$ cat src/rtl/dmem_arbiter.sv
// dmem_arbiter: shares one data-memory port between the core load/store stage and the debug loader.
// Round-robin on ties, one access per grant, read data returned MEM_LAT cycles after issue.
module dmem_arbiter #(
    parameter int DATA_W  = 32,
    parameter int ADDR_W  = 9,
    parameter int MEM_LAT = 1
) (
    input  logic              clk,
    input  logic              reset,
    input  logic              c_req,
    input  logic              c_we,
    input  logic [ADDR_W-1:0] c_addr,
    input  logic [DATA_W-1:0] c_wdata,
    output logic              c_done,
    output logic [DATA_W-1:0] c_rdata,
    input  logic              d_req,
    input  logic              d_we,
    input  logic [ADDR_W-1:0] d_addr,
    input  logic [DATA_W-1:0] d_wdata,
    output logic              d_done,
    output logic [DATA_W-1:0] d_rdata,
    output logic              mem_wr,
    output logic              mem_rd,
    output logic [ADDR_W-1:0] mem_addr,
    output logic [DATA_W-1:0] mem_wdata,
    input  logic [DATA_W-1:0] mem_rdata,
    output logic              core_stall,
    output logic              busy
);
    typedef enum logic [1:0] {IDLE, ISSUE, WAIT, DONE} state_t;
    state_t      r_state;
    logic        r_last_gnt;
    logic        r_gnt;
    logic [2:0]  r_cnt;
    logic        w_win;
    logic        w_we;
    // requester id: 0 = core, 1 = debug; on a tie the one not served last wins
    assign w_win      = (c_req && d_req) ? ~r_last_gnt : d_req;
    assign w_we       = w_win ? d_we : c_we;
    assign core_stall = c_req & ~c_done;
    assign busy       = (r_state != IDLE);
    always_ff @(posedge clk or negedge reset) begin
        if (!reset) begin
            r_state    <= IDLE;
            r_last_gnt <= 1'b1;
            r_gnt      <= 1'b0;
            r_cnt      <= '0;
            mem_wr     <= 1'b0;
            mem_rd     <= 1'b0;
            mem_addr   <= '0;
            mem_wdata  <= '0;
            c_done     <= 1'b0;
            d_done     <= 1'b0;
            c_rdata    <= '0;
            d_rdata    <= '0;
        end else begin
            case (r_state)
                IDLE: if (c_req || d_req) begin
                    r_gnt      <= w_win;
                    r_last_gnt <= w_win;
                    mem_wr     <= w_we;
                    mem_rd     <= ~w_we;
                    mem_addr   <= w_win ? d_addr : c_addr;
                    mem_wdata  <= w_win ? d_wdata : c_wdata;
                    r_state    <= ISSUE;
                end
                ISSUE: begin
                    mem_wr <= 1'b0;
                    mem_rd <= 1'b0;
                    r_cnt  <= 3'(MEM_LAT);
                    if (mem_wr) begin
                        c_done  <= ~r_gnt;
                        d_done  <= r_gnt;
                        r_state <= DONE;
                    end else begin
                        r_state <= WAIT;
                    end
                end
                WAIT: begin
                    r_cnt <= r_cnt - 3'd1;
                    if (r_cnt == 3'd1) begin
                        if (r_gnt) d_rdata <= mem_rdata;
                        else       c_rdata <= mem_rdata;
                        c_done  <= ~r_gnt;
                        d_done  <= r_gnt;
                        r_state <= DONE;
                    end
                end
                DONE: begin
                    c_done  <= 1'b0;
                    d_done  <= 1'b0;
                    r_state <= IDLE;
                end
            endcase
        end
    end
endmodule

$ cat config.mk
export PLATFORM = sky130hd
export DESIGN_NAME = dmem_arbiter
export DESIGN_NICKNAME = d
export VERILOG_FILES = /design/src/rtl/dmem_arbiter.sv
export SDC_FILE = /design/constraint.sdc
export NUM_CORES = 1
export LEC_CHECK = 0
export CORE_MARGIN = 2
export CORE_UTILIZATION = 60
export CTS_CLUSTER_DIAMETER = 30
export DETAILED_ROUTE_END_ITERATION = 6
export DONT_BUFFER_PORTS = 1
export PLACE_DENSITY_LB_ADDON = 0.05
export SKIP_CTS_REPAIR_TIMING = 1
export SLEW_MARGIN = 20
export SYNTH_ARGS = -nofsm -noshare
export SYNTH_HDL_FRONTEND = slang
export SYNTH_SLANG_ARGS = --single-unit
$ cat constraint.sdc
create_clock -name clk -period 3.6 [get_ports clk]
set_clock_uncertainty 0.2 [all_clocks]
set_input_delay 0.36 -clock clk [delete_from_list [all_inputs] [get_ports clk]]
set_output_delay 0.36 -clock clk [all_outputs]
set_load 0.1 [all_outputs]
==> results of run 1 <==
## cell usage after synthesis, drive strengths merged
cell type / count
dfrtp: 115
a21oi: 85
mux2: 66
nor2: 45
nand2: 43
buf: 21
ha: 7
inv: 7
o21ai: 5
clkbuf: 4
mux2i: 3
a211oi: 2
a21bo: 2
nor2b: 2
nor3b: 2
a21boi: 1
a221oi: 1
a22o: 1
a2bb2oi: 1
a31oi: 1
and3: 1
dfstp: 1
nand2b: 1
nand3b: 1
nand4b: 1
o21a: 1
o31ai: 1
## cell families after synthesis
| kind of cell | Yosys count |
|---|---|
| AOI/OAI and AO/OA | 101 |
| adders and majority gates | 7 |
| buffers and inverters | 32 |
| DFF | 116 |
| muxes | 69 |
| and+or+nand+nor | 96 |
## stage by stage
step | instances | worst slack (ns) | hold WS, ns | utilization
4_1_cts | 538 | 1.00 | -0.680 | 0.708
3_5_place_dp | 506 | 1.11 | -0.134 | 0.636
3_3_place_gp | 506 | 1.18 | -0.134 | 0.636
2_1_floorplan | 421 | 0.820 | -0.136 | -
==> run_results.csv, run 1 <==
group,metric,value,unit
run_status,status,"aborted with a tool error",
run_status,haltStage,"global routing (5_1_grt)",
run_status,firstError,"[ERROR RSZ-0060] Max buffer count reached.",
global_routing,grt_max_degree,117,
logic_synthesis,synth-compound-area-share,0.112,
logic_synthesis,ys_seq_area_frac,0.592,
die,num_io_pins,231,
clock_tree,cts_buffers,17,
logic_synthesis,synthTopCellsByArea,"dfrtp_1 (59%), mux2_2 (15%), a21oi_1 (8.7%), nor2_1 (3.4%), nand2_1 (3.3%)",
die,fp.dieH,94.4,um
logic_synthesis,synth_cell_types,31,
placed_design,numPortBuffers,0,
logic_synthesis,ys_warn_count,0,
die,die_w,94.4,um
logic_synthesis,synth-simple-area-share,0.0839,
logic_synthesis,synth.avg_cell_area,11.7,um2
clock_tree,numClockSinks,116,
clock_tree,clockBufferDepth,2,
clock_tree,root_buffer,"clkbuf_8",
logic_synthesis,synth_top_family_by_area,"multiplexers",
placed_design,place.gp.congestion,0.808,
logic_synthesis,synthAdderAreaFrac,0.0178,
logic_synthesis,syn_area,4910,um2
placed_design,hpwl,7.77,mm
logic_synthesis,synthMuxAreaShare,0.158,
logic_synthesis,syn_inst,421,
logic_synthesis,synth-xor-area-share,0,
logic_synthesis,yosys_register_bits,116,
die,initial_core_util,0.629,
logic_synthesis,synth_nets,548,
placed_design,dpl-instance-area,4970,um2
logic_synthesis,yosysTopAreaCellShare,0.586,
logic_synthesis,yosys.area.top_type,"dfrtp_1",
die,rows,32,
clock_tree,htreeDepth,4,
==> inputs of run 2 (changes only) <==
CORE_UTILIZATION = 40   (was 60)
CTS_CLUSTER_DIAMETER = not set   (was 30)
PLACE_DENSITY_LB_ADDON = 0.15   (was 0.05)
==> run 2 against run 1 <==
The flow now finishes, with violations (hold timing). Synthesized area unchanged. Synthesized cell count stayed put.
==> run_results.csv, run 2 <==
group,metric,value,unit
run_status,status,"complete, but fails checks",
run_status,failed_checks,"hold timing",
critical_path,crit_type,"register to register",
layout,fin_cells,686,
placed_design,place.gp.congestion,0.700,
worst_hold_path,hold_depth,2,
placed_design,hpwl,7.63,mm
logic_synthesis,synth-edff-count,0,
global_routing,gr-total-overflow,0,
logic_synthesis,ys_warn_count,0,
die,rows,40,
critical_path,max_stage_delay,0.56,ns
sta,slew_violations,0,
route,drc,0,
logic_synthesis,synth_cell_types,31,
placed_design,numPortBuffers,0,
global_routing,grt_pass1_vias,3161,
clock_tree,clkTransAtPathRegs,0.05,ns
logic_synthesis,synthTopCellsByArea,"dfrtp_1 (59%), mux2_2 (15%), a21oi_1 (8.7%), nor2_1 (3.4%), nand2_1 (3.3%)",
logic_synthesis,synth.avg_cell_area,11.7,um2
logic_synthesis,syn_inst,421,
critical_path,crit_path_end_kind,"register",
clock_tree,clk-insertion-delay-late,0.40,ns
global_routing,antenna_found_initial,0,
clock_tree,numClockSinks,116,
route,wl_met1,4.88,mm
layout,drive_gt1_frac,0.210,
logic_synthesis,synth_nets,548,
clock_tree,htreeDepth,4,
route,first_pass_iters,6,
route,vias,3645,
die,die_w,115,um
critical_path,cp_slowest_cell,"dlygate4sd3_1",
global_routing,grt_pass1_wl,17.0,mm
logic_synthesis,synth_common_cells,"dfrtp_1 (115), a21oi_1 (85), mux2_2 (66), nor2_1 (45), nand2_1 (43)",
critical_path,critPathLaunchType,"register",
layout,final_common_cell,"dfrtp_1",
logic_synthesis,ys_seq_area_frac,0.592,
route,drt_iter0_drc,197,
critical_path,path_cells,"inv_1, ha_1, o21a_1, buf_4, nor2_1, a21oi_1, dlygate4sd3_1",
layout,areaGrowthSynthToFinish,36.3,%
logic_synthesis,yosysTopAreaCellShare,0.586,
clock_tree,cts_buffers,17,
sta,worst_pin_slew,0.946,ns
route,wl_met3,931,um
global_routing,grt_use_total,0.168,
logic_synthesis,synthFlopType,"dfrtp_1",
logic_synthesis,yosys.area.top_type,"dfrtp_1",
sta,setup_viol,0,
sta,slew_headroom,0.369,
route,top_layer,"met4",
layout,seq_area,2900,um2
sta,fin_crit_sh,0.721,
die,initial_core_util,0.409,
logic_synthesis,syn_area,4910,um2
route,wl_per_cell,18.0,um
sta,tns,0,ns
clock_tree,root_buffer,"clkbuf_16",
clock_tree,clockBufferDepth,2,
worst_hold_path,holdCritPathClass,"input port to register",
global_routing,grt_max_degree,117,
logic_synthesis,async_flop_share,1.00,
layout,largestRegisters,"c_rdata x32, d_rdata x32, mem_wdata x32",
route,vias_per_cell,5.31,
sta,hold_violations,12,
sta,fmax,385,MHz
die,num_io_pins,231,
die,dieArea,13200,um2
clock_tree,cts_tree,"yes",
route,drt-total-wl,12.3,mm
layout,final_cell_mix,"dfrtp_1 (115), dlygate4sd3_1 (104), a21oi_1 (85), mux2_2 (66), nor2_1 (45)",
critical_path,arrival,2.72,ns
layout,nets,654,
die,fp.dieH,115,um
route,postRouteAntennaNets,0,
layout,multi_input_area,1850,um2
critical_path,worst-r2r-cell-count,7,
die,coreArea,12000,um2
sta,period_needed,2.60,ns
sta,timing.hold.ws,-0.0216,ns
logic_synthesis,yosys_register_bits,116,
route,met2_length,6.40,mm
logic_synthesis,yosysMostFrequentCell,"dfrtp_1",
job,drv_cap,0,
critical_path,cp.required,3.73,ns
layout,antennaDiodeCount,0,
placed_design,dpl.cell_count,549,
layout,n_fill_cell,984,
sta,rsz0062_at_grt,"no",
critical_path,critPathMaxFanout,41,
## run 2: cell counts after synthesis
Identical to the previous run, type by type.
## run 2: final timing paths
path	endpoint	slack (ns)	start
setup / recovery	mem_addr[2]	1.00	r_state[1]
setup reg to reg	mem_addr[2]	1.00	r_state[1]
max in group asynchronous	r_last_gnt	2.40	reset
hold reg to reg	r_cnt[0]	0.38	r_cnt[0]
min in group asynchronous	d_rdata[27]	0.39	reset
hold / removal	mem_wdata[16]	-0.02	d_wdata[16]
## run 2: per-stage QoR
step / util / setup slack (ns) / area [um2] / hold WS (ns)
2_1_floorplan: - / 0.820 / 4910 / -0.136
3_3_place_gp: 0.416 / 0.921 / 5000 / -0.133
3_5_place_dp: 0.416 / 0.844 / 5000 / -0.133
4_1_cts: 0.465 / 0.830 / 5580 / -0.558
5_1_grt: 0.557 / 0.861 / 6690 / 0.00185
6_report: 0.557 / 1.00 / 6690 / -0.0216
## run 2: kinds of logic (layout without fill, tap and decap cells)
family          Yosys count  in the layout  share of synthesized area
compound gates          101            101                      0.112
fa+ha+maj                 7              7                     0.0178
buf+inv                  32            150                     0.0372
flops                   116            116                      0.592
mux                      69             69                      0.158
simple gates             96             96                     0.0839
## run 2: area by class of cell
cell class | instances | share of cell area
tap | 147 | 0.0275
sequential | 116 | 0.434
multi-input combinational | 273 | 0.276
clock buffer | 22 | 0.0724
inverter | 7 | 0.00393
clock inverter | 9 | 0.0153
timing repair buffer | 112 | 0.171
## run 2: critical path: cells and delay by family (launching register included)
kind	cells	cell delay, ns
compound gates	2	0.34
fa+ha+maj	1	0.36
buf+inv	3	1.09
flops	1	0.42
simple gates	1	0.10
## run 2: layer usage
metal | global-route usage | up-vias
li1 | - | 1661
met1 | 0.199 | 1817
met2 | 0.275 | 160
met3 | 0.0696 | 7
met4 | 0.0659 | 0
met5 | 0 | -
Power of run 2 is not shown: default switching activity piles up to over one toggle a cycle in this logic, so the estimate is an artifact.
